### config.mk
export PLATFORM = sky130hd
export DESIGN_NAME = asm_inserter
export DESIGN_NICKNAME = d
export VERILOG_FILES = /design/src/rtl/asm_inserter.sv
export SDC_FILE = /design/constraint.sdc
export NUM_CORES = 1
export LEC_CHECK = 0
export BUFFER_PORTS_ARGS = -buffer_cell sky130_fd_sc_hd__buf_4
export CORE_UTILIZATION = 57
export DETAILED_ROUTE_END_ITERATION = 7
export GPL_ROUTABILITY_DRIVEN = 0
export PLACE_DENSITY_LB_ADDON = 0.08
export SKIP_CTS_REPAIR_TIMING = 1
export SYNTH_ARGS = -nofsm -noshare
export SYNTH_HDL_FRONTEND = slang
export SYNTH_SLANG_ARGS = --single-unit
### constraint.sdc
create_clock -name clk -period 7.6 [get_ports clk]
set_clock_uncertainty 0.1 [all_clocks]
set_input_delay 1.52 -clock clk [delete_from_list [all_inputs] [get_ports clk]]
set_output_delay 1.52 -clock clk [all_outputs]
set_load 0.03 [all_outputs]
### src/rtl/asm_inserter.sv
// asm_inserter: prepends a fixed attached sync marker (ASM) to every
// BLOCK_LEN-byte coded block arriving from the convolutional encoder.
// Framing is driven by an internal byte counter. The upstream sop/last
// flags are only checked, and any violation is reported on one-cycle
// error pulses. The data phase is a zero-latency combinational passthrough.
module asm_inserter #(
  parameter int          BLOCK_LEN = 512,
  parameter int          ASM_LEN   = 4,
  parameter logic [31:0] ASM_WORD  = 32'h1ACF_FC1D,
  parameter int          CNT_W     = 16
) (
  input  logic             clk,
  input  logic             rst,
  // upstream (encoder) side
  input  logic             s_axis_valid,
  output logic             s_axis_ready,
  input  logic [7:0]       s_axis_data,
  input  logic             s_axis_last,
  input  logic             s_axis_sop,
  input  logic             s_axis_is_parity,
  // downstream (modulator) side
  output logic             m_axis_valid,
  input  logic             m_axis_ready,
  output logic [7:0]       m_axis_data,
  output logic             m_axis_last,
  output logic             m_axis_sop,
  output logic             m_axis_is_parity,
  output logic             m_axis_is_asm,
  // status
  output logic             err_sop,
  output logic             err_len,
  output logic [CNT_W-1:0] frame_count
);

  localparam int BC_W = (BLOCK_LEN > 1) ? $clog2(BLOCK_LEN) : 1;

  localparam logic [BC_W-1:0] LAST_CNT = BC_W'(BLOCK_LEN - 1);
  localparam logic [1:0]      LAST_ASM = 2'(ASM_LEN - 1);

  localparam logic [1:0] ST_IDLE = 2'd0;
  localparam logic [1:0] ST_ASM  = 2'd1;
  localparam logic [1:0] ST_DATA = 2'd2;

  logic [1:0]       state_q,       state_d;
  logic [1:0]       asm_idx_q,     asm_idx_d;
  logic [BC_W-1:0]  byte_cnt_q,    byte_cnt_d;
  logic [CNT_W-1:0] frame_count_q, frame_count_d;
  logic             err_sop_q,     err_sop_d;
  logic             err_len_q,     err_len_d;

  // Byte idx of the marker, most significant byte first.
  function automatic logic [7:0] marker_byte(input logic [1:0] idx);
    logic [7:0] b;
    case (idx)
      2'd0:    b = ASM_WORD[31:24];
      2'd1:    b = ASM_WORD[23:16];
      2'd2:    b = ASM_WORD[15:8];
      default: b = ASM_WORD[7:0];
    endcase
    return b;
  endfunction

  // Next-state logic, handshake steering and output multiplexing.
  always_comb begin
    // NOTE: every signal gets a default before the case, so no path leaves
    // one unassigned and no latch is inferred.
    state_d          = state_q;
    asm_idx_d        = asm_idx_q;
    byte_cnt_d       = byte_cnt_q;
    frame_count_d    = frame_count_q;
    err_sop_d        = 1'b0;
    err_len_d        = 1'b0;
    s_axis_ready     = 1'b0;
    m_axis_valid     = 1'b0;
    m_axis_data      = 8'h00;
    m_axis_last      = 1'b0;
    m_axis_sop       = 1'b0;
    m_axis_is_parity = 1'b0;
    m_axis_is_asm    = 1'b0;

    case (state_q)
      ST_IDLE: begin
        if (s_axis_valid) begin
          if (s_axis_sop) begin
            // Hold the sop byte upstream. It becomes data byte 0 after the marker.
            state_d   = ST_ASM;
            asm_idx_d = 2'd0;
          end else begin
            // A stray byte outside a frame is accepted and discarded.
            s_axis_ready = 1'b1;
            err_sop_d    = 1'b1;
          end
        end
      end

      ST_ASM: begin
        m_axis_valid  = 1'b1;
        m_axis_data   = marker_byte(asm_idx_q);
        m_axis_is_asm = 1'b1;
        m_axis_sop    = (asm_idx_q == 2'd0);
        if (m_axis_ready) begin
          if (asm_idx_q == LAST_ASM) begin
            state_d    = ST_DATA;
            asm_idx_d  = 2'd0;
            byte_cnt_d = '0;
          end else begin
            asm_idx_d = asm_idx_q + 2'd1;
          end
        end
      end

      ST_DATA: begin
        m_axis_valid     = s_axis_valid;
        s_axis_ready     = m_axis_ready;
        m_axis_data      = s_axis_data;
        m_axis_is_parity = s_axis_is_parity;
        m_axis_last      = (byte_cnt_q == LAST_CNT) && s_axis_valid;
        if (s_axis_valid && m_axis_ready) begin
          err_sop_d = s_axis_sop && (byte_cnt_q != '0);
          err_len_d = s_axis_last != (byte_cnt_q == LAST_CNT);
          if (byte_cnt_q == LAST_CNT) begin
            state_d       = ST_IDLE;
            byte_cnt_d    = '0;
            frame_count_d = frame_count_q + 1'b1;
          end else begin
            byte_cnt_d = byte_cnt_q + 1'b1;
          end
        end
      end

      default: state_d = ST_IDLE;
    endcase

    // The state register already sits in ST_IDLE during reset. Gating here
    // also keeps a stray byte from being accepted while reset is held.
    if (rst) begin
      s_axis_ready = 1'b0;
    end
  end

  // State, counters and error pulses.
  // NOTE: the reset is asynchronous and listed in the sensitivity list. All
  // state updates use non-blocking assignments.
  always_ff @(posedge clk or posedge rst) begin
    if (rst) begin
      state_q       <= ST_IDLE;
      asm_idx_q     <= 2'd0;
      byte_cnt_q    <= '0;
      frame_count_q <= '0;
      err_sop_q     <= 1'b0;
      err_len_q     <= 1'b0;
    end else begin
      state_q       <= state_d;
      asm_idx_q     <= asm_idx_d;
      byte_cnt_q    <= byte_cnt_d;
      frame_count_q <= frame_count_d;
      err_sop_q     <= err_sop_d;
      err_len_q     <= err_len_d;
    end
  end

  assign err_sop     = err_sop_q;
  assign err_len     = err_len_q;
  assign frame_count = frame_count_q;

endmodule

Word-level counts from Yosys, hierarchy flattened
Cells that the tools add are included.
{ "op_classes": {"add_sub_neg": 3, "n_eq_ne": 13, "mux": 32, "n_reduce_logical": 12} }
{ "op_table": {"columns": ["cell", "n"], "rows": [
  ["2-to-1 mux 9 bit", 4],
  ["one-hot mux 8 bit (3 select lines)", 1],
  ["2-to-1 mux 2 bit", 10],
  ["one-hot mux 9 bit (2 select lines)", 1],
  ["adder 16 x 1 -> 16 bit (second input constant)", 1],
  ["one-hot mux 8 bit (2 select lines)", 1],
  ["inequality test 2 bit (second input constant)", 6],
  ["2-to-1 mux 1 bit", 10],
  ["adder 9 x 1 -> 9 bit (second input constant)", 1],
  ["equality test 9 bit (second input constant)", 1],
  ["nonzero test 9 bit", 1],
  ["AND reduction 4 bit", 2],
  ["equality test 2 bit (second input constant)", 3],
  ["one-hot mux 1 bit (2 select lines)", 3],
  ["one-hot mux 2 bit (3 select lines)", 1],
  ["AND reduction 6 bit", 1],
  ["equality test 2 x 1 -> 1 bit (second input constant)", 2],
  ["zero test 2 bit", 2],
  ["one-hot mux 2 bit (2 select lines)", 1],
  ["nonzero test 2 bit", 2],
  ["logical AND 1 bit", 3],
  ["AND reduction 3 bit", 1],
  ["adder 2 x 1 -> 2 bit (second input constant)", 1],
  ["inequality test 1 bit", 1]
]} }
{ "word_totals": {"regBits": 31, "inputBits": 15, "out_inout_bits": 32, "wordCells": 66} }

Logic depth before layout (Yosys ltp)
{ "logic_depth": {"ltp_word": 4, "mapped_depth": 9, "ltp_nobuf": 9} }

Least setup slack after synthesis
OpenSTA, ideal clock, no wires.
{ "synth_timing": {"path_kind": "input-to-output", "from": "input s_axis_data[6]", "to": "output m_axis_data[6]", "arrival_time_ps": 2290, "t_required_ps": 5980, "path_slack_ps": 3690, "stages": 2, "n_path_buf": 0, "path_cell_list": "nand2_1 a21boi_0"} }
{ "synth_via": {"elab_chain_cells": 1} }
{ "synth_lines": {"columns": ["element", "line", "source"], "rows": [
  ["from (decl)", "17", "input logic [7:0] s_axis_data,"],
  ["one-hot mux 8 bit (2 select lines)", "81", "case (state_q)"],
  ["to (decl)", "24", "output logic [7:0] m_axis_data,"]
]} }
Every way passes these cells.

Worst setup path after layout
{ "layout_timing": {"from": "register byte_cnt_q[0]", "to": "output m_axis_last"} }
{ "layout_via": {"elab_chain_cells": 3} }
{ "layout_lines": {"columns": ["element", "line", "source"], "rows": [
  ["from (decl)", "46", "logic [BC_W-1:0] byte_cnt_q, byte_cnt_d;"],
  ["from (signal assigned)", "155", "byte_cnt_q <= byte_cnt_d;"],
  ["equality test 9 bit", "117", "m_axis_last = (byte_cnt_q == LAST_CNT) && s_axis_valid;"],
  ["logical AND 1 bit", "117", null],
  ["2-to-1 mux 1 bit", "81", null],
  ["to (decl)", "25", "output logic m_axis_last,"]
]} }
Every way passes these cells.

==> impl_metrics.py <==
metrics = {
    "routing": {
        "drt-total-wl_um": 3940,
        "ant_nets": 0,
        "routed_via_density": 5.55,
        "remaining_drc_errors": 0,
        "drt_pass1_iterations": 4,
        "drtIter0Drc": 81,
        "vias": 1597,
        "detail_route.wl_per_cell_um": 13.7,
    },
    "grt": {
        "grt_pass1_wl_um": 6370,
        "grt_overflow_total": 0,
        "grt_max_degree": 32,
        "antenna_found_initial": 0,
        "grt_pass1_vias": 1492,
        "track_usage_pct": 24.7,
    },
    "clock_network": {
        "clock_sinks": 31,
        "worst_skew_pair.late_latency_ns": 0.34,
        "cts_tree": "done",
        "cts_made_buffers": 5,
        "clk_path_buf_depth": 2,
        "htreeDepth": 2,
        "clk_pin_slew_ns": 0.11,
        "cts_root_buffer": "clkbuf_4",
    },
    "yosys": {
        "ys_seq_area_share_pct": 42.2,
        "synth_largest_area_cell": "dfrtp_1",
        "ys_ff_latch": 31,
        "synthesis.area_sq_um": 1840,
        "synth_commonest_cells": "dfrtp_1 (31), nand2_1 (28), o21ai_0 (15)",
        "synth_nets": 223,
        "synth_cells": 195,
        "synth_top_area_share_pct": 42.2,
        "synth_edf_count": 0,
        "synth.area.top_cells": "dfrtp_1 (42%), ha_1 (8.9%), nand2_1 (5.7%)",
        "synthArstFlopShare_pct": 100,
        "synth_top_flop_cell": "dfrtp_1",
        "avgSynthCellArea_sq_um": 9.42,
        "ys.warnings.count": 0,
        "synth_most_common_cell": "dfrtp_1",
        "yosysUniqueCellTypes": 32,
    },
    "finish": {
        "nFillCells": 226,
        "final_cell_count_no_fill": 288,
        "area_growth_pct": 25.6,
        "drive_gt1_share_pct": 25.0,
        "final_core_util_pct": 75.6,
        "multi_input_area_sq_um": 1010,
        "finalNetCount": 271,
        "register_area_sq_um": 776,
        "num_antenna_cells": 0,
    },
    "floorplanning": {
        "die_area_sq_um": 3450,
        "ios": 47,
        "core-area_sq_um": 3050,
        "die_x_um": 58.8,
        "fp-row-count": 20,
        "initial_core_util_pct": 60.2,
        "die_h_um": 58.8,
    },
    "power_and_ir_drop": {
        "power_leakage_nw": 1.14,
        "power_frac_seq_pct": 30.4,
        "power_switching_share_pct": 40.8,
        "p_int_mw": 0.369,
        "clkPwrFrac_pct": 22.2,
        "ir_drop_uv": 223,
        "combPwrFrac_pct": 47.4,
        "power.density_nw_per_um2": 270,
        "p_sw_mw": 0.254,
    },
    "placed_design": {
        "dp_hpwl_um": 2930,
        "port_buffers": 46,
        "pre_cts_ws_ns": 3.89,
        "dp.cells": 280,
    },
    "critical_path": {
        "critPathKind": "reg -> out",
        "critPathLaunchType": "register",
        "cp-end-kind": "primary output",
        "required_ns": 5.98,
        "arrival_ns": 2.13,
        "worstPathMaxFanout": 5,
    },
    "timing": {
        "finalSetupTns_ns": 0,
        "maxSlewViolCount": 0,
        "hold_violations": 0,
        "grt_setup_unrepaired": "no",
        "finalSetupViolations": 0,
        "fmax_mhz": 267,
        "post-route-min-period_ns": 3.75,
        "slew_headroom_pct": 55.0,
        "tightest_slew_ns": 0.669,
        "fin_ws_ns": 3.85,
        "fin_crit_sh_pct": 49.3,
    },
    "run_status": {
        "status": "finished clean",
    },
    "hold_path": {
        "hp-class": "reg -> reg",
    },
    "run": {
        "max-cap-violations": 0,
    },
}
[cell type report]
cell class,count,share of cell area (%)
multi-input cells,150,43.7
flip-flops and latches,31,33.6
clock buffers,6,2.22
repair buffers,47,15.3
clock inverters,2,1.52
well taps,44,2.39
inverters,8,1.30
[critical path, cell delays in order, from the launching register on]
cell and delay, ns:
dfrtp_1 0.41, ha_1 0.20, and3_1 0.24, nand3_1 0.12, nor2_1 0.12, ha_1 0.28, and3_1 0.23, buf_4 0.17
[registers in the layout, summed over array words and instances (netlist names)]
register,cells
state_q,2
asm_idx_q,2
byte_cnt_q,9
frame_count,16
err_len,1
err_sop,1
[worst paths after layout]
path                            startpoint         endpoint  slack (ns)  depth (start not counted)
max in group asynchronous              rst   frame_count[2]        5.94                          3
min                        frame_count[15]  frame_count[15]        0.38                          1
max reg2reg                  byte_cnt_q[0]  frame_count[11]        4.80                          9
min reg2reg                frame_count[15]  frame_count[15]        0.38                          1
max                          byte_cnt_q[0]      m_axis_last        3.85                          7
min in group asynchronous              rst    byte_cnt_q[1]        1.16                          3
[placed cells by master, fill, tap and decap left out, drive strengths merged, types with 7 or more instances in the layout]
cell     n
a21boi   7
dfrtp   31
buf     47
ha      13
inv      8
xnor2   10
o21ai   15
nand3    8
nand2   28
nor2    10
[layer usage]
metal  vias up  share of wire [%]  GRT usage [%]
li1        771                  -              -
met1       760                 44           29.3
met2        55                 50           41.4
met3        11                4.3           6.59
met4         0                2.4           12.2
met5         -                  0              0
[kinds of logic after synthesis]
logic type	share of synthesized area (%)
and+or+nand+nor	24.5
AOI/OAI and AO/OA	11.7
xor gates and xnor gates	7.63
buffers and inverters	2.93
DFF	42.2
adders and majority gates	8.86
muxes	2.18
[per-stage QoR]
step,instance area (sq um),power [mW],hold slack [ns]
after detailed placement,2220,0.489,0.367
final,2310,0.623,0.380
after global placement,2220,0.480,0.361
after global routing,2310,0.665,0.410
after CTS,2310,0.628,0.385
after floorplan,1840,0.404,0.369
[power by group through the flow]
| stage | logic (mW) | registers, mW | clock network (mW) |
|---|---|---|---|
| 2_1_floorplan | 0.211 | 0.193 | 0 |
| 3_3_place_gp | 0.288 | 0.192 | 0 |
| 3_5_place_dp | 0.295 | 0.193 | 0 |
| 4_1_cts | 0.297 | 0.190 | 0.141 |
| 5_1_grt | 0.325 | 0.192 | 0.148 |
| 6_report | 0.295 | 0.190 | 0.138 |
Power figures use the tool's default switching activity.
